$ cat src/rtl/extra_cycle_shifter_n_if.sv
// Control/status bundle for the extra-cycle shifter: T1/ready/clear in, stage lines and status out.
interface extra_cycle_shifter_n_if #(
  parameter int STAGES = 4,
  parameter int NUM_W  = 4
);
  logic              T1;
  logic              n_ready;
  logic              TRES2;
  logic [STAGES-1:0] n_T;
  logic [NUM_W-1:0]  t_num;
  logic              multi;
  logic              tail;

  modport master (
    output T1, n_ready, TRES2,
    input  n_T, t_num, multi, tail
  );

  modport slave (
    input  T1, n_ready, TRES2,
    output n_T, t_num, multi, tail
  );
endinterface

$ cat src/rtl/extra_cycle_shifter_n.sv
// Parametrised T2..T(STAGES+1) extra-cycle shift chain with T-number, overlap flag and tail pulse.
module extra_cycle_shifter_n #(
  parameter int STAGES = 4,
  parameter int NUM_W  = 4
) (
  input logic                    CLK,
  input logic                    n_RES,
  extra_cycle_shifter_n_if.slave bus
);

  logic [STAGES-1:0] r_s;
  logic              r_tail;
  logic [NUM_W-1:0]  w_t_num;
  logic              w_multi;

  // Clear beats stall beats shift; the chain carries arbitrary patterns, not just one-hot.
  always_ff @(posedge CLK or negedge n_RES) begin
    if (!n_RES) begin
      r_s    <= '0;
      r_tail <= 1'b0;
    end else if (bus.TRES2) begin
      r_s    <= '0;
      r_tail <= 1'b0;
    end else if (bus.n_ready) begin
      r_tail <= 1'b0;
    end else begin
      r_s    <= {r_s[STAGES-2:0], bus.T1};
      r_tail <= r_s[STAGES-1];
    end
  end

  // Highest set stage wins; later iterations override earlier ones.
  always_comb begin
    w_t_num = '0;
    for (int k = 0; k < STAGES; k++) begin
      if (r_s[k]) w_t_num = NUM_W'(k + 2);
    end
  end

  // Clearing the lowest set bit leaves something only if two or more were set.
  assign w_multi = |(r_s & (r_s - STAGES'(1)));

  assign bus.n_T   = ~r_s;
  assign bus.t_num = w_t_num;
  assign bus.multi = w_multi;
  assign bus.tail  = r_tail;

endmodule

$ cat src/flat_wrapper.sv
// flat-port wrapper written by rule: the top's interface ports become plain ports
module extra_cycle_shifter_n_flat 
#(
  parameter int STAGES = 4,
  parameter int NUM_W  = 4
)
  (CLK, n_RES, bus_T1, bus_n_ready, bus_TRES2, bus_n_T, bus_t_num, bus_multi, bus_tail);
  extra_cycle_shifter_n_if #(.STAGES(STAGES), .NUM_W(NUM_W)) bus_i ();
  input logic CLK;
  input logic n_RES;
  input wire logic [$bits(bus_i.T1)-1:0] bus_T1;
  input wire logic [$bits(bus_i.n_ready)-1:0] bus_n_ready;
  input wire logic [$bits(bus_i.TRES2)-1:0] bus_TRES2;
  output wire logic [$bits(bus_i.n_T)-1:0] bus_n_T;
  output wire logic [$bits(bus_i.t_num)-1:0] bus_t_num;
  output wire logic [$bits(bus_i.multi)-1:0] bus_multi;
  output wire logic [$bits(bus_i.tail)-1:0] bus_tail;
  assign bus_i.T1 = bus_T1;
  assign bus_i.n_ready = bus_n_ready;
  assign bus_i.TRES2 = bus_TRES2;
  assign bus_n_T = bus_i.n_T;
  assign bus_t_num = bus_i.t_num;
  assign bus_multi = bus_i.multi;
  assign bus_tail = bus_i.tail;
  extra_cycle_shifter_n #(.STAGES(STAGES), .NUM_W(NUM_W)) u_core (.CLK(CLK), .n_RES(n_RES), .bus(bus_i));
endmodule
$ cat config.mk
export PLATFORM = sky130hd
export DESIGN_NAME = extra_cycle_shifter_n_flat
export DESIGN_NICKNAME = d
export VERILOG_FILES = /design/src/rtl/extra_cycle_shifter_n_if.sv /design/src/rtl/extra_cycle_shifter_n.sv /design/src/flat_wrapper.sv
export SDC_FILE = /design/constraint.sdc
export NUM_CORES = 1
export LEC_CHECK = 0
export ABC_AREA = 1
export ABC_CLOCK_PERIOD_IN_PS = 800
export CAP_MARGIN = 20
export CORE_AREA = 2 2 39 41
export CTS_BUF_LIST = sky130_fd_sc_hd__clkbuf_2 sky130_fd_sc_hd__clkbuf_4 sky130_fd_sc_hd__clkbuf_8
export CTS_CLUSTER_DIAMETER = 40
export DETAILED_ROUTE_END_ITERATION = 6
export DIE_AREA = 0 0 41 43
export DONT_BUFFER_PORTS = 1
export GPL_TIMING_DRIVEN = 0
export HOLD_SLACK_MARGIN = 0.06
export PLACE_DENSITY = 0.35
export SYNTH_ARGS = -nofsm -noshare
export SYNTH_HDL_FRONTEND = slang
export SYNTH_SLANG_ARGS = --single-unit
$ cat constraint.sdc
create_clock -name CLK -period 0.8 [get_ports CLK]
set_input_delay 0.16 -clock CLK [delete_from_list [all_inputs] [get_ports CLK]]
set_output_delay 0.16 -clock CLK [all_outputs]
set_load 0.1 [all_outputs]
After elaboration in Yosys (flattened, before gate mapping)

Index checks and enable logic that the tools add are counted.

Register bits: 5
Output and inout port bits: 10
Input bits: 5

Bitwise logic cells: 2
Reductions and logical operators: 1
Muxes and demuxes: 8
$add $sub $neg: 1
Eq/ne operators: 1

Operator list:

| operator              | count |
|---|---|
| $mux W4               | 2 |
| $mux W3               | 2 |
| $and A4 B4 Y4         | 1 |
| $mux W2               | 2 |
| $not A4 Y4            | 1 |
| $reduce_or A4 Y1      | 1 |
| $sub A4 B1 Y4 const B | 1 |
| $mux W1               | 2 |
| $ne A2 B1 Y1 const B  | 1 |

Logic depth before layout (Yosys ltp)

Word-level depth: 4
Mapped depth: 4
Gate-level depth less buffers: 4

Worst setup path after synthesis

Ideal clock, no wire load.

Path type: register to output
Start point: reg u_core.r_s[1]
End point: out bus_t_num[0]
Cell stages (with the launch flop): 3
Arrival: 2782 ps
Data required time: 640 ps
Path slack: -2142 ps
Cells stage by stage: dfrtp_1 > inv_2 > o21ai_0

Cells in the longest elaborated chain, start to end: 3

RTL lines:

| element                | line                        | RTL |
|---|---|---|
| from (decl)            | extra_cycle_shifter_n.sv:11 | `logic [STAGES-1:0] r_s;` |
| from (signal assigned) | extra_cycle_shifter_n.sv:27 | `r_s <= {r_s[STAGES-2:0], bus.T1};` |
| $mux W2                | extra_cycle_shifter_n.sv:36 | `if (r_s[k]) w_t_num = NUM_W'(k + 2);` |
| $mux W3 (2 in a row)   | extra_cycle_shifter_n.sv:36 |  |
| to (decl)              | flat_wrapper.sv:15          | `output wire logic [$bits(bus_i.t_num)-1:0] bus_t_num;` |

Every way passes these cells.

Final worst setup path

Start point: reg u_core.r_s[0]
End point: out bus_t_num[1]

Cells in the longest elaborated chain, start to end: 4

RTL lines:

| element              | line |
|---|---|
| $mux W2 (2 in a row) | extra_cycle_shifter_n.sv:36 |
| $mux W3 (2 in a row) | extra_cycle_shifter_n.sv:36 |

Every way passes these cells.

==> out/summary.txt <==
Total GRT Usage: 0.0985
Remaining DRCs: 0
Detailed Place HPWL: 487 um
CTS Buffer Depth: 2
WP depth: 2
largest net degree at the start of global routing: 9
Syn Inst Count: 36
register clock-pin slew on the reported worst setup and hold paths: 0.04 ns
Critical path destination: bus_t_num[1]
Die Y: 43 um
Area Growth Syn to Fin: 99.5%
Worst EP required: 0.64 ns
Avg Inst Size Synth: 7.54 sq um
startpoint types: register
row cnt: 14
Max Clk Rate: 0.498 GHz
PD cells: 1490 nW/um^2
Mapped Area: 272 sq um
Worst R2R Path Depth: 4
logic gate share of total power: 0.270
status: complete, but fails checks
pre-CTS setup slack: -1.01 ns
r2r startpoint: u_core.r_s[2]
RSZ-0062 raised after global routing: yes
CTS root buffer: clkbuf_4
violated checks: setup timing
Worst R2R Setup Slack: -0.12 ns
area leader, netlist: dfrtp_1
H-tree Lvls: 1
Fin Clk Skew: 0.000270 ns
Ant. Diodes: 0
Hold Vio Cnt, Final: 0
DRT Pass-1 Iters: 2
# IOs: 15
Final TNS setup: -4.81 ns
worst path arrival time: 1.85 ns
switch share: 0.343
fill count: 147
DR vias: 285
area of the multi-input gates: 189 sq um
worst r2r dst: u_core.r_s[2]
Max-Cap Viols: 0
Starting Density: 0.196
period utilisation layout: 2.51
crit path launch: u_core.r_s[0]
minimum clock period: 2.01 ns
worst skew pair latency: 0.23 ns
slew margin rel.: 0.536
share of layout cells above drive strength 1: 0.592
Congestion Overflow GR: 0
sequential power share: 0.335
Hold WS: 0.0675 ns
Yosys reg bits: 5
Worst Setup Path Type: reg2out
Worst setup EP type: primary output
I/O Buffers: 0
Syn. warnings: 0
Critical-path top delay cell: a21oi_4
cells along the critical path: clkinvlp_4 -> a21oi_4
die width: 41 um
Seq/Total Area, Yosys: 0.461
via/cell ratio: 4.38
Routed Wire Length: 689 um
final count of negative-setup-slack endpoints: 12
CTS Sinks: 5
top cell type's share of synthesized area: 0.461
Leak: 0.250 nW
CTS buffer count: 3
critical path's top delay family: compound AO/OA/AOI/OAI gates
post-synth cell types: 12
Switch Pwr: 0.000276 W
Worst Setup Slack, final: -1.21 ns
internal power: 0.000529 W
final slew viol count: 0
Initial DRC Count: 2
Slew @ Worst Pin: 0.694 ns
CP Max Fanout: 3
drt wl/cell: 10.6 um
core region area: 1380 sq um
VDD IR max: 0.000641 V
syn_nets: 41
top post-synthesis cells by area: dfrtp_1 46%, nand3_1 15%, nand2_1 11%
antenna violations before repair: 0
vias in the first global route: 304
Clk pwr share: 0.394
Placer Congestion: 0.637
number of antenna-violating nets in the routed design: 0
die area: 1760 sq um
most common cell after layout, fill and taps aside: nand2_1
worst hold path type: in2reg
WP buf/inv: 1
slowest stage delay, CP: 0.75 ns
CTS tree: yes
storage element area: 133 sq um
global-route wire length before repair: 1.13 mm
fin nets: 55
most frequent cells in the layout: 8 x nand2_1, 4 x nand3_2, 4 x nand3_1, 4 x clkbuf_4, 4 x buf_6
metrics by stage:
step / cells / area, sq um / power [W] / util
after floorplan: 36 / 322 / 0.000434 / -
after global placement: 52 / 342 / 0.000441 / 0.247
after detailed placement: 52 / 342 / 0.000441 / 0.247
after CTS: 64 / 504 / 0.000815 / 0.364
after global routing: 65 / 542 / 0.000846 / 0.392
final: 65 / 542 / 0.000805 / 0.392
how the worst min path moves through the flow:
stage / endpoint / start / depth (start not counted)
final: u_core.r_s[0] / bus_T1 / 2
after global routing: u_core.r_s[0] / bus_T1 / 2
after CTS: u_core.r_s[0] / bus_T1 / 2
after detailed placement: u_core.r_s[3] / n_RES / 0
after global placement: u_core.r_s[3] / n_RES / 0
after floorplan: u_core.r_s[0] / n_RES / 0
cell usage after synthesis (all sizes together):
cell	number
nor3	1
buf	1
dfrtp	5
o21ai	1
nand2	11
a21oi	1
conb	1
nand3	8
inv	7
logic make-up (layout without fill, tap and decap cells):
family,count (synthesis),in the layout,synth area share
and+or+nand+nor,20,20,0.364
other,1,1,0.0138
buffers and inverters,8,21,0.124
DFF,5,5,0.461
AOI/OAI and AO/OA,2,2,0.0368
per-layer routing:
layer	vias up	track usage	wire [um]
met5	-	0	0
met4	0	0.0400	0
met3	0	0.0681	46
met2	10	0.153	350
met1	133	0.0968	292
li1	142	-	-
layout make-up:
class	instances	share of cell area
Buffer	1	0.0139
Clock buffer	4	0.0554
Inverter	7	0.125
Multi-Input combinational cell	23	0.349
Sequential cell	5	0.245
Tap cell	16	0.0370
Timing Repair Buffer	9	0.176
timing repair:
item,in CTS,in global routing
buffers inserted,4,3
gates resized for setup,13,8
pin swaps,5,4
setup endpoints to repair,10,14
hold buffers,4,0
hold endpoints to repair,8,0
flip-flops by register name (all words and copies together), names as in the netlist:
register and flops:
u_core.r_s 4, u_core.bus.tail 1
power by group through the flow:
stage	clock network (W)	registers, W	logic [W]
finish	0.000318	0.000270	0.000218
global route	0.000348	0.000270	0.000227
CTS	0.000330	0.000269	0.000215
detailed placement	0	0.000273	0.000167
global placement	0	0.000273	0.000168
floorplan	0	0.000272	0.000163
worst register-to-register path: stages, from the launching register on:
cell and delay, ns:
dfrtp_2 0.45, buf_6 0.15, buf_6 0.11, nand3_2 0.05, nand2_1 0.05
Note: power is estimated with default switching activity, not from simulation.
